[src/rtl/prio_enc_pkg.sv]
// Shared constants for the registered priority encoder.
package prio_enc_pkg;

  localparam int PRIO_N_DEFAULT  = 4;
  localparam int PRIO_OW_DEFAULT = 2;
  localparam int PRIO_RST_CODE   = 0;

endpackage

[src/rtl/prio_enc_core.sv]
// Combinational MSB-first priority scan: highest set bit k yields code (N-1)-k.
module prio_enc_core
  import prio_enc_pkg::*;
#(
  parameter int N  = PRIO_N_DEFAULT,
  parameter int OW = $clog2(N)
) (
  input  logic [N-1:0]  A,
  output logic [OW-1:0] code_next,
  output logic          any_next
);

  // Descending scan; once any_next is set, lower bits are ignored.
  always_comb begin
    code_next = '0;
    any_next  = 1'b0;
    for (int i = N - 1; i >= 0; i--) begin
      if (A[i] && !any_next) begin
        code_next = OW'(N - 1 - i);
        any_next  = 1'b1;
      end
    end
  end

endmodule

[src/rtl/single_priority_encoder.sv]
// Registered N-input priority encoder with capture enable and async active-low reset.
module single_priority_encoder
  import prio_enc_pkg::*;
#(
  parameter int N  = PRIO_N_DEFAULT,
  parameter int OW = $clog2(N)
) (
  input  logic          clk,
  input  logic          rst_n,
  input  logic [N-1:0]  A,
  input  logic          en,
  output logic [OW-1:0] O,
  output logic          valid
);

  logic [OW-1:0] code_d, O_q;
  logic          any_d, valid_q;

  prio_enc_core #(.N(N), .OW(OW)) u_core (
    .A         (A),
    .code_next (code_d),
    .any_next  (any_d)
  );

  always_ff @(posedge clk or negedge rst_n) begin
    if (!rst_n) begin
      O_q     <= OW'(PRIO_RST_CODE);
      valid_q <= 1'b0;
    end else if (en) begin
      O_q     <= code_d;
      valid_q <= any_d;
    end
  end

  assign O     = O_q;
  assign valid = valid_q;

endmodule

[config.mk]
export PLATFORM = sky130hd
export DESIGN_NAME = single_priority_encoder
export DESIGN_NICKNAME = d
export VERILOG_FILES = /design/src/rtl/prio_enc_pkg.sv /design/src/rtl/prio_enc_core.sv /design/src/rtl/single_priority_encoder.sv
export SDC_FILE = /design/constraint.sdc
export NUM_CORES = 1
export LEC_CHECK = 0
export CAP_MARGIN = 40
export CORE_AREA = 2 2 39 41
export CTS_BUF_LIST = sky130_fd_sc_hd__clkbuf_4 sky130_fd_sc_hd__clkbuf_8
export DETAILED_ROUTE_END_ITERATION = 12
export DIE_AREA = 0 0 41 43
export GPL_TIMING_DRIVEN = 0
export HOLD_SLACK_MARGIN = 0.05
export PLACE_DENSITY = 0.32
export SYNTH_ARGS = -nofsm -noshare
export SYNTH_HDL_FRONTEND = slang
export SYNTH_SLANG_ARGS = --single-unit
[constraint.sdc]
create_clock -name clk -period 1.7 [get_ports clk]
set_clock_uncertainty 0.05 [all_clocks]
set_input_delay 0.34 -clock clk [delete_from_list [all_inputs] [get_ports clk]]
set_output_delay 0.34 -clock clk [all_outputs]
set_load 0.005 [all_outputs]
[Word level (Yosys, flattened, before mapping)]
Index checks and enable logic that the tools add are counted.
Operators by class
  multiplexer cells: 7
  reductions and logical operators: 6
Operator list (count)
  1-bit 2-to-1 mux: 5
  2-bit 2-to-1 mux: 2
  1-bit logical AND: 3
  1-bit zero test: 3
Word-level totals
  input port bits: 7
  output and inout bits: 3
  logic and storage cells: 15
  flip-flop bits (word level): 3

[Longest topological paths before layout]
  depth in word-level cells: 10
  mapped depth: 3
  gate-level depth less buffers: 3

[Hierarchy]
A second synthesis with hierarchy kept.
Second synthesis, totals
  cell total of the unflattened synthesis: 13
  area, all modules: 143.9 µm²
By module, submodules not included
  single_priority_encoder: cells an instance 6, sequential area each 75.1 µm², area each 108.9 µm², instances 1
  prio_enc_core: cells an instance 7, sequential area each 0.0 µm², area each 35.0 µm², instances 1

[Worst setup path before layout]
Ideal clock, no wire load.
  kind: input-to-reg
  start: in A[0]
  end: reg O_q[1] (netlist: O[1])
  required time: 1.525 ns
  setup slack: 0.805 ns
  data arrival time: 0.720 ns
  stages on the path: 3
  buffers on the path: 0
  library setup time: 0.125 ns
  cell sequence: nor2_2 > nor3_1 > mux2_2
Between the ends
  word-level cells in the longest chain between the ends: 2
Ends and longest elaborated chain
  from (decl): RTL line single_priority_encoder.sv:10  | input logic [N-1:0] A,
  1-bit logical AND: RTL line prio_enc_core.sv:18  | if (A[i] && !any_next) begin
  2-bit 2-to-1 mux: RTL line prio_enc_core.sv:18
  to (signal assigned): RTL line single_priority_encoder.sv:27  | O_q <= OW'(PRIO_RST_CODE);
  to (signal assigned): RTL line single_priority_encoder.sv:30  | O_q <= code_d;
  to (decl): RTL line single_priority_encoder.sv:16  | logic [OW-1:0] code_d, O_q;
No other way between the ends.
A chain may end at the register's enable or synchronous reset.

[Worst setup path in the final report]
  start: reg O_q[1] (netlist: O[1])
  end: out O[1]
RTL lines
  to (decl): RTL line single_priority_encoder.sv:12  | output logic [OW-1:0] O,
No word-level cell between the ends.

==> flow_metrics.tcl <==
set metrics [dict create \
    max_freq_mhz 680 \
    timing.final.ws_setup_ps 229 \
    drv_slew 0 \
    cp_slowest_cell "clkdlybuf4s50_1" \
    cts_sinks 3 \
    power_leakage_uw 0.000115 \
    cp_data_arrival_time_ps 1080 \
    fillCellCount 152 \
    r2r-end "O[1]" \
    critPathMaxStageDelay_ps 510 \
    synthCells 14 \
    cp-start-kind "flip-flop" \
    path_cells "clkdlybuf4s50_1" \
    end_kind "output port" \
    cp.depth 1 \
    dieWidth_um 41 \
    power.internal_uw 207 \
    ff2ff_path_depth 1 \
    ys_ff_latch 3 \
    antenna_found_initial 0 \
    status "finished clean" \
    grt_pass1_vias 142 \
    pwr-share-clk_pct 54.4 \
    fp.coreArea_mm2 0.00138 \
    grt_max_degree 6 \
    reg2reg_slack_ps 900 \
    setup_tns_ps 0 \
    place_congestion 0.612 \
    r2r_start "O[1]" \
    hold_ws_ps 242 \
    layout_commonest_cell "clkdlybuf4s50_1" \
    vias 141 \
    power.switching_uw 52.3 \
    synth-compound-area-share_pct 12.8 \
    drive_gt1_share_pct 22.2 \
    cts_tree "built" \
    post-route-min-period_ps 1470 \
    vias_per_cell 3.28 \
    dp_slack_ps 288 \
    period_share_pct 86.5 \
    first_iter_violations 2 \
    critPathKind "flip-flop to output port" \
    num_rows 14 \
    die-height_um 43 \
    swShare_pct 20.2 \
    ant_nets 0 \
    dieArea_mm2 0.00176 \
    synthAdderAreaFrac_pct 0 \
    min_path_type "input port to async pin" \
    post_drt_wl_per_cell_um 8.19 \
    setup_viol 0 \
    worst-path-buf-inv 1 \
    ys_warn_count 0 \
    post_cts_resized 0 \
    synth_area_um2 136 \
    yosys-mux-area-fraction_pct 8.26 \
    cellPowerDensity_mw_per_mm2 937 \
    numCtsBuffers 3 \
    diodes 0 \
    crit_fanout 2 \
    ys_seq_area_share_pct 55.0 \
    grtUsageTotal_pct 5.14 \
    hold_viol 0 \
    cts_hold_buf 0 \
    grt-ovfl-total 0 \
    start_util_pct 9.86 \
    final_cell_mix "9 x clkdlybuf4s50_1, 4 x clkbuf_4, 3 x dfrtp_1, 2 x inv_1, 2 x nor2_1" \
    htreeDepth 1 \
    vdd_drop_max_uv 141 \
    postCtsSetupBuffers 0 \
    clock-root-buffer "clkbuf_4" \
    synth_top_family_by_area "simple AND/OR/NAND/NOR gates" \
    worst_slew_pin_slew_ps 174 \
    crit_required_ps 1310 \
    synth-xor-area-share_pct 0 \
    io_buffers 9 \
    ioPinCount 10 \
    comb_power_share_pct 15.0 \
    nets 35 \
    drcViolationCount 0 \
    grt_pass1_wl_um 517 \
    synth-simple-area-share_pct 18.3 \
    clockBufferDepth 2 \
    syn_nets 21 \
    routed_wl_um 352 \
    maxCapViolations 0 \
    rsz0062_at_grt "false" \
    avgSynthCellArea_um2 9.74 \
    seqPwrFrac_pct 30.6 \
    worst_slew_margin_rel_pct 88.3 \
    crit_family "buffers and inverters" \
    syn_to_final_growth_pct 103 \
    path_clk_slew_ps 40 \
    drt_pass1_iterations 2 \
    ys_types 10 \
    clk_latency_ps 230 \
]
-- metal layers --
layer | part of all wire [%] | routed length, um | GRT usage [%] | vias up
met4 | 0 | 0 | 8.00 | 0
li1 | - | - | - | 72
met1 | 45 | 159 | 6.17 | 59
met5 | 0 | 0 | 0 | -
met2 | 34 | 119 | 4.38 | 10
met3 | 21 | 73 | 3.14 | 0
-- cell families after synthesis --
logic type,Yosys count
mux,1
simple gates,5
flops,3
buf+inv,2
compound gates,3
-- state kept, by name, indices dropped and copies added, names as in the netlist --
name	flops
valid	1
O	2
-- power by group through the flow --
stage	clock network, uW	registers (uW)	logic (uW)
after global routing	149	80.1	42.5
after CTS	149	79.3	39.5
final	141	79.3	38.8
after global placement	0	80.0	39.9
after detailed placement	0	80.2	39.1
after floorplan	0	80.6	9.05
-- cell type report --
cell class	count	area, um2	area share, %
Sequential cell	3	75.1	27.1
Timing Repair Buffer	9	90.1	32.6
Multi-Input combinational cell	9	53.8	19.5
Inverter	2	7.51	2.71
Tap cell	16	20.0	7.24
Clock buffer	4	30.0	10.9
-- cell usage after synthesis --
cell / count / area share, %
dfrtp_1: 3 / 55
nor2_2: 1 / 4.6
a31oi_1: 1 / 4.6
o22ai_1: 1 / 4.6
a21oi_1: 1 / 3.7
nand2b_1: 1 / 4.6
mux2_2: 1 / 8.3
inv_1: 2 / 5.5
nor3_1: 1 / 3.7
nor2_1: 2 / 5.5
-- worst max path at each step --
| stage | startpoint | endpoint | slack, ps |
|---|---|---|---|
| detailed placement | en | O[1] | 290 |
| CTS | O[1] | O[1] | 210 |
| global route | O[1] | O[1] | 200 |
| finish | O[1] | O[1] | 230 |
| floorplan | A[0] | O[1] | 810 |
| global placement | en | O[1] | 280 |
-- stage by stage --
| stage | std cells | area, um2 | util [%] | power [uW] |
|---|---|---|---|---|
| after floorplan | 14 | 136 | - | 89.6 |
| after global placement | 39 | 246 | 17.8 | 120 |
| after CTS | 43 | 277 | 20.0 | 268 |
| after global routing | 43 | 277 | 20.0 | 272 |
| final | 43 | 277 | 20.0 | 259 |
| after detailed placement | 39 | 246 | 17.8 | 119 |
(Power assumes the default switching activity.)
